==> src/rtl/inst_fetch_queue.sv <==
// Instruction fetch front-end: owns the fetch PC, keeps one request in flight to
// instruction memory and buffers returned words with their PC for decode (show-ahead).
module inst_fetch_queue #(
    parameter int          DEPTH    = 4,
    parameter logic [31:0] RESET_PC = 32'h0000_0000
) (
    input  logic        clk,
    input  logic        rst,
    input  logic        redirect_valid,
    input  logic [31:0] redirect_pc,
    input  logic        stall,
    output logic        if_valid,
    output logic [31:0] if_pc,
    output logic [31:0] if_pc_plus4,
    output logic [31:0] if_inst,
    output logic        imem_req_valid,
    output logic [31:0] imem_req_addr,
    input  logic        imem_req_ready,
    input  logic        imem_resp_valid,
    input  logic [31:0] imem_resp_inst
);

    localparam int PW = $clog2(DEPTH);
    localparam int CW = PW + 1;

    logic [31:0]   pc_mem   [DEPTH];
    logic [31:0]   inst_mem [DEPTH];
    logic [PW-1:0] head;
    logic [PW-1:0] tail;
    logic [CW-1:0] count;
    logic [31:0]   fetch_pc;
    logic [31:0]   req_pc;
    logic          outstanding;
    logic          drop;

    logic          resp_take;
    logic          issue;
    logic          accept;
    logic          push;
    logic          pop;
    logic [CW:0]   occupancy;

    // The in-flight request reserves a slot so its response always has room.
    assign occupancy = {1'b0, count} + {{CW{1'b0}}, outstanding};
    assign resp_take = outstanding && imem_resp_valid;
    assign issue     = rst && !redirect_valid && (!outstanding || imem_resp_valid)
                       && (occupancy < (CW+1)'(DEPTH));
    assign accept    = issue && imem_req_ready;
    assign push      = rst && !redirect_valid && resp_take && !drop;
    assign pop       = if_valid && !stall;

    assign imem_req_valid = issue;
    assign imem_req_addr  = fetch_pc;

    assign if_valid    = rst && (count != '0);
    assign if_pc       = if_valid ? pc_mem[head] : '0;
    assign if_pc_plus4 = if_valid ? pc_mem[head] + 32'd4 : '0;
    assign if_inst     = if_valid ? inst_mem[head] : '0;

    always_ff @(posedge clk) begin
        if (push) begin
            pc_mem[tail]   <= req_pc;
            inst_mem[tail] <= imem_resp_inst;
        end
    end

    always_ff @(posedge clk) begin
        if (!rst) begin
            fetch_pc    <= RESET_PC;
            req_pc      <= RESET_PC;
            head        <= '0;
            tail        <= '0;
            count       <= '0;
            outstanding <= 1'b0;
            drop        <= 1'b0;
        end else if (redirect_valid) begin
            head     <= '0;
            tail     <= '0;
            count    <= '0;
            fetch_pc <= redirect_pc;
            // A request still in flight must have its word thrown away when it lands.
            if (outstanding && !imem_resp_valid) begin
                drop <= 1'b1;
            end else if (outstanding) begin
                outstanding <= 1'b0;
                drop        <= 1'b0;
            end
        end else begin
            if (resp_take) begin
                outstanding <= 1'b0;
                if (drop) begin
                    drop <= 1'b0;
                end
            end
            if (accept) begin
                outstanding <= 1'b1;
                req_pc      <= fetch_pc;
                fetch_pc    <= fetch_pc + 32'd4;
            end
            if (push) begin
                tail <= tail + PW'(1);
            end
            if (pop) begin
                head <= head + PW'(1);
            end
            if (push && !pop) begin
                count <= count + CW'(1);
            end else if (pop && !push) begin
                count <= count - CW'(1);
            end
        end
    end

endmodule
==> config.mk <==
export PLATFORM = sky130hd
export DESIGN_NAME = inst_fetch_queue
export DESIGN_NICKNAME = d
export VERILOG_FILES = /design/src/rtl/inst_fetch_queue.sv
export SDC_FILE = /design/constraint.sdc
export NUM_CORES = 1
export LEC_CHECK = 0
export ABC_AREA = 1
export CELL_PAD_IN_SITES_DETAIL_PLACEMENT = 2
export CELL_PAD_IN_SITES_GLOBAL_PLACEMENT = 2
export CORE_MARGIN = 2
export CORE_UTILIZATION = 35
export DETAILED_ROUTE_END_ITERATION = 10
export PLACE_DENSITY = 0.87
export SLEW_MARGIN = 20
export SYNTH_ARGS = -nofsm -noshare
export SYNTH_HDL_FRONTEND = slang
export SYNTH_SLANG_ARGS = --single-unit
==> constraint.sdc <==
create_clock -name clk -period 13 [get_ports clk]
set_input_delay 3.9 -clock clk [delete_from_list [all_inputs] [get_ports clk]]
set_output_delay 3.9 -clock clk [all_outputs]
set_load 0.005 [all_outputs]
; ---- Word level (Yosys, flattened, before mapping)
; Memories as Yosys holds them, arrays and structs flattened. A register that Yosys moved wholly into a read port is not among the register bits.
; Index checks and enable logic that the tools add are counted.
[word_totals]
regBits = 73
inputBits = 70
mem_bits_rw = 256
mem_count = 2
output_inout_bits = 130
[memory_table]
columns = name, words, word_bits, rd, rd_clocked_by_memory_dff, write_ports, line_no
row1 = inst_mem, 4, 32, 1, 1, 1, 27  ; logic [31:0] inst_mem [DEPTH];
row2 = pc_mem, 4, 32, 1, 1, 1, 26  ; logic [31:0] pc_mem [DEPTH];
[classes]
mux = 20
eq_ne = 2
addsub = 7
magnitude_cmp = 1
bitwise = 2
n_reduce_logical = 29
[ops]
columns = op, n
row1 = $mux 32, 5
row2 = $add 32x3->32 const B, 2
row3 = $logic_and 1x1->1, 12
row4 = $mux 1, 9
row5 = $mux 2, 4
row6 = $logic_not 1->1, 7
row7 = $mux 3, 2
row8 = $reduce_and 2->1, 3
row9 = $reduce_bool 2->1, 3
row10 = $reduce_bool 3->1, 2
row11 = $add 2x1->2 const B, 2
row12 = $add 3x1->4, 1
row13 = $lt 4x3->1 const B, 1
row14 = $add 3x1->3 const B, 1
row15 = $ne 3x1->1 const B, 1
row16 = $sub 3x1->3 const B, 1
row17 = $ne 2x2->1 const B, 1
row18 = $not 1->1, 2
row19 = $reduce_or 2->1, 1
row20 = $logic_or 1x1->1, 1

; ---- Logic depth before layout (Yosys ltp)
; Gate-level depths: netlist of run 1.
[logic_depth]
depth_word = 8
ltp_mapped = 16
depth_no_buf = 14

; ---- Least setup slack after synthesis of run 1
; No wires, ideal clock.
[synth_path]
kind = in2out
from = in rst
to = out if_pc_plus4[1]
arrival_ps = 5026
slack_ps = 4074
stages = 6
required_ps = 9100
path_cell_list = buf_2 o31ai_2 clkbuf_1 clkbuf_1 a21oi_1 buf_4
[synth_via]
elab_chain_cells = 2
[synth_lines]
columns = element, line_no
row1 = from (decl), 8  ; input logic rst,
row2 = $logic_and 1x1->1, 55  ; assign if_valid = rst && (count != '0);
row3 = $mux 32, 57  ; assign if_pc_plus4 = if_valid ? pc_mem[head] + 32'd4 : '0;
row4 = to (decl), 14  ; output logic [31:0] if_pc_plus4,
; No other way between the ends.

; ---- Final worst setup path of run 1
[layout_path]
from = in rst
to = out if_pc_plus4[27]
; Same word-level chain as after synthesis.

==> flow_summary.toml, run 1 <==
[status]
status = "finished, final reports clean"

[sta]
setup_violations = 0
hold_violations = 0
min_period_over_period_pct = 80.2
fmax_mhz = 96.0
worst_pin_slew_ns = 1.08
report.final.slew_viol_count = 0
finalCriticalPeriod_ns = 10.42
rsz0062_at_grt = "no"
maxSlewHeadroom_pct = 28.1
finClkSkew_ns = 0.0150
setup_tns_ns = 0

[worst_setup_path]
start_kind = "input pin"
reg2reg_slack_ns = 9.86
worst-path-max-fanout = 28
arrival_ns = 6.52
worstSetupPathType = "input pin to primary output"
end_kind = "primary output"
cp.required_ns = 9.10

[floorplanning]
die-area_sq_um = 45100
initial_core_util_pct = 35.3
die_w_um = 212
coreArea_sq_um = 43000
dieHeight_um = 212
io_pins = 200
num_rows = 76

[synthesis]
synthesis.nets = 1762
syn_inst = 1684
synth_area_leader_cell = "edfxtp_1"
synthTopCellsByArea = "edfxtp_1 51%, nand2_1 12%, dfxtp_1 9.9%"
synth_cell_types = 40
yosys.area.top_type_share_pct = 50.6
ys_warn_count = 0
syn_area_sq_um = 15200
synth_edf_count = 256
synth-seq-cells = 331
ys_seq_area_share_pct = 60.5
syn_area_per_cell_sq_um = 9.02
async_flop_share_pct = 0
synth-main-ff-cell = "edfxtp_1"

[grt]
grt.total_usage_pct = 23.7
first_global_vias = 14100
grt_max_degree = 135
grt_pass1_wl_mm = 81.5
antenna_found_initial = 1
overflow = 0

[cts]
ctsResizeCount = 0
clock_latency_ns = 0.54
cts_buffers = 37
clock-root-buffer = "clkbuf_16"
clockBufferDepth = 3
cts_htree_levels = 2
clock-sinks = 331
hold_buffers = 0
clkTransAtPathRegs_ns = 0.06
postCtsSetupRepairBufs = 0
tritoncts = "done"

[finish]
layout_commonest_cell = "nand2_1"
seq_area_sq_um = 9190
synthToLayoutAreaGrowth_pct = 24.8
multi_input_area_sq_um = 5260
final_cell_mix = "471 x nand2_1, 296 x nor2_1, 256 x edfxtp_1"
fin_area_sq_um = 18900
nets = 1932
fill_cells = 4662
drive_gt1_share_pct = 5.84

[pwr]
ir_worst_vdd_mv = 0.0764
power.leakage_uw = 0.00686
power_per_cell_area_nw_per_um2 = 127

[place]
portBuffers = 199
gp_congestion = 0.835
place_area_sq_um = 17600
hpwl_mm = 34.7

[detailed_routing]
drtPass1Iterations = 4
drt-total-wl_mm = 52.9
wl_per_cell_um = 21.4
vias = 12700
viasPerCell = 5.14
ant_nets = 0
route.detailed.drc = 0
drt_iter0_markers = 628

[run]
max_cap_violations = 0

[worst_hold_path]
holdCritPathClass = "flop to flop"
per-layer routing:
metal / track usage (%) / up-vias / wire (um)
met5: 0 / - / 0
met4: 7.21 / 0 / 1280
met3: 3.22 / 83 / 1830
met2: 41.1 / 263 / 26300
met1: 30.8 / 6410 / 23500
li1: - / 5939 / -
registers in the layout, summed over array words and instances (netlist names), named ones only:
| name | cells |
|---|---|
| inst_mem | 128 |
| pc_mem | 128 |
| imem_req_addr | 32 |
| req_pc | 32 |
| count | 3 |
| head | 2 |
| tail | 2 |
| drop | 1 |
| outstanding | 1 |
Yosys cell counts, types with 2 or more instances:
master and instances:
a211oi_1 5, a21oi_1 105, a31oi_1 7, buf_1 9, buf_2 25, buf_4 8, buf_6 7, clkbuf_1 30
dfxtp_1 75, edfxtp_1 256, ha_1 7, inv_1 84, inv_2 5, nand2_1 471, nand2_2 9, nand3_1 86
nand3_2 2, nand3b_1 3, nand4_1 6, nor2_1 300, nor2_2 10, nor2_4 3, nor3_1 17, o211ai_1 5
o21ai_0 117, or2_2 4, xnor2_1 3, xor2_1 13
cell families after synthesis:
| family | synth area share, % |
|---|---|
| buf+inv | 5.09 |
| flops | 60.5 |
| compound gates | 8.35 |
| fa+ha+maj | 0.709 |
| simple gates | 24.4 |
| xor+xnor | 0.923 |
stage by stage:
step	hold WS, ns	setup WS (ns)	instances	utilization (%)	power (uW)
after floorplan	0.436	4.07	1684	-	1210
after global placement	0.442	2.76	2400	41.0	1270
after detailed placement	0.460	2.54	2400	41.0	1280
after CTS	0.483	2.54	2467	44.1	2430
after global routing	0.502	2.42	2468	44.1	2480
final	0.483	2.58	2468	44.1	2410
final timing paths:
path,from,to,cells after the start
hold reg to reg,head[1]$_SDFFE_PP0P_,flop,2
setup / recovery,rst,if_pc_plus4[27],7
setup reg to reg,count[2]$_SDFFE_PP0P_,count[2]$_SDFFE_PP0P_,11
hold / removal,head[1]$_SDFFE_PP0P_,flop,2
power by group:
| part | leakage [uW] | switching [uW] | internal [uW] |
|---|---|---|---|
| Combinational | 0.00334 | 48.1 | 44.1 |
| Sequential | 0.00289 | 18.7 | 1150 |
| Clock | 0.000636 | 436 | 717 |
| Total | 0.00686 | 503 | 1910 |
area by class of cell:
| cell class | count | share of cell area [%] |
|---|---|---|
| repair buffers | 211 | 11.0 |
| well taps | 585 | 3.86 |
| diodes | 1 | 0.0132 |
| flip-flops and latches | 331 | 48.5 |
| multi-input cells | 1183 | 27.8 |
| clock inverters | 22 | 1.86 |
| clock buffers | 45 | 5.16 |
| inverters | 90 | 1.81 |
worst max-delay path, cell delays in order:
cell	delay, ns
clkdlybuf4s50_1	0.45
buf_4	0.31
o31ai_4	0.13
inv_1	0.72
o21ai_0	0.27
nor2_1	0.18
clkdlybuf4s50_1	0.52
Power figures use the tool's default switching activity.
==> run 2: changes to the inputs <==
CORE_UTILIZATION = 31   (was 35)
PLACE_DENSITY = 0.82   (was 0.87)
clock period = 8.7 ns   (was 13 ns; I/O delays follow)
==> run 2 against run 1 <==
Cell count rose by 2.1%. Combinational power increased by 49%. Clock skew is 0.0020 ns higher. Wire length is 0.15% lower.
==> flow_summary.toml, run 2 (same netlist as run 1, synthesis figures left out) <==
[worst_setup_path]
cp.required_ns = 6.09
worstSetupPathType = "flop to primary output"
reg2reg_slack_ns = 5.98
r2r_start = "outstanding$_SDFFE_PN0P_"
arrival_ns = 4.82
end_kind = "primary output"
reg2reg_to = "inst_mem[2][2]$_DFFE_PP_"
reg2reg_depth = 9
worst-path-max-fanout = 72
start_kind = "flop"

[place]
portBuffers = 199
gp_congestion = 0.815
dp_cells = 2450
hpwl_mm = 35.8

[grt]
grt.total_usage_pct = 20.9
antenna_found_initial = 0
grt_use_met3_pct = 3.30
first_global_vias = 14100
use_met1_pct = 26.4
overflow = 0
top_usage_layer = "met2"
met2_usage_pct = 36.6
grt_pass1_wl_mm = 81.5
grt_max_degree = 135

[finish]
nets = 1946
fin_cells = 2519
layout_commonest_cell = "nand2_1"
final_cell_mix = "471 x nand2_1, 296 x nor2_1, 256 x edfxtp_1"
synthToLayoutAreaGrowth_pct = 25.5
drive_gt1_share_pct = 6.38
reg_top3 = "inst_mem x128, pc_mem x128"

[sta]
min_period_over_period_pct = 85.4
maxSlewHeadroom_pct = 32.4
worst_pin_slew_ns = 1.01
finClkSkew_ns = 0.0170
hold_violations = 0
report.final.slew_viol_count = 0
finalCriticalPeriod_ns = 7.43
rsz0062_at_grt = "no"
fmax_mhz = 135
setup_tns_ns = 0
setup_violations = 0

[cts]
postCtsSetupRepairBufs = 0
clock-sinks = 331
clock-root-buffer = "clkbuf_16"
tritoncts = "done"
clockBufferDepth = 3
cts_htree_levels = 2
clock_latency_ns = 0.55
hold_buffers = 0
cts_buffers = 38
clkTransAtPathRegs_ns = 0.05
ctsResizeCount = 0

[worst_hold_path]
holdCritPathClass = "flop to flop"
hold_start = "head[1]$_SDFFE_PP0P_"
hold_depth = 2

[pwr]
power_per_cell_area_nw_per_um2 = 183
power.leakage_uw = 0.00692
ir_worst_vdd_mv = 0.119

[floorplanning]
io_pins = 200
die_w_um = 225
coreArea_sq_um = 48600
num_rows = 81
dieHeight_um = 225
initial_core_util_pct = 31.2
die-area_sq_um = 50800

[status]
status = "finished, final reports clean"

[detailed_routing]
drt_iter0_markers = 655
route.detailed.drc = 0
ant_nets = 0
drtPass1Iterations = 5
wl_per_cell_um = 21.0
vias = 12700
drt-total-wl_mm = 52.8
viasPerCell = 5.03

[run]
max_cap_violations = 0
run 2: cell types whose count changed in the layout (fill, tap and decap cells not counted), sizes merged:
cell,previous run,this run
buf,12,25
clkinvlp,2,1
bufinv,9,3
clkbuf,45,56
clkinv,11,8
run 2: worst max-delay path by stage:
| stage | startpoint | to | slack [ns] | cells after the start |
|---|---|---|---|---|
| 2_1_floorplan | rst | if_pc_plus4[1] | 2.35 | 6 |
| 3_3_place_gp | rst | if_pc_plus4[30] | 1.28 | 9 |
| 3_5_place_dp | rst | if_pc_plus4[30] | 1.26 | 9 |
| 4_1_cts | flop | if_pc_plus4[28] | 1.14 | 15 |
| 5_1_grt | flop | if_pc_plus4[28] | 0.83 | 15 |
| 6_report | flop | if_pc_plus4[28] | 1.27 | 15 |
run 2: layout make-up:
cell class,count,area (sq um)
fill,5288,29600
tap,622,778
inverter,90,343
clock buffer,56,1100
sequential,331,9190
antenna,1,2.50
multi-input combinational,1183,5260
timing repair buffer,224,2240
clock inverter,12,141
run 2: routing by layer:
metal / up-vias / share of wire (%)
met5: - / 0
met4: 0 / 2.6
met3: 87 / 3.3
met2: 232 / 50
met1: 6399 / 44
li1: 5960 / -
run 2: power breakdown:
group / switching, uW / internal, uW / total [uW]
logic: 70.7 / 66.5 / 137
registers: 27.5 / 1710 / 1740
clock network: 641 / 967 / 1610
total: 739 / 2750 / 3480
run 2: worst max-delay path: stages (launching register included):
cell	delay, ns
dfxtp_4	0.85
buf_4	0.77
nand2_1	0.21
nand2_1	0.12
nand2_1	0.07
nand2_1	0.17
ha_1	0.20
nand3_1	0.13
nor2_2	0.19
nand2_1	0.20
nor2_1	0.34
nand3_1	0.18
nand2_1	0.11
nand2_1	0.06
nor2_1	0.10
clkdlybuf4s50_1	0.51
run 2: stage by stage:
stage / utilization, % / hold WS [ns] / power (uW) / area, sq um / setup WS, ns
2_1_floorplan: - / 0.436 / 1820 / 15200 / 2.35
3_3_place_gp: 36.5 / 0.441 / 1900 / 17700 / 1.28
3_5_place_dp: 36.6 / 0.471 / 1910 / 17800 / 1.26
4_1_cts: 39.2 / 0.475 / 3530 / 19100 / 1.14
5_1_grt: 39.2 / 0.479 / 3600 / 19100 / 0.831
6_report: 39.2 / 0.471 / 3480 / 19100 / 1.27
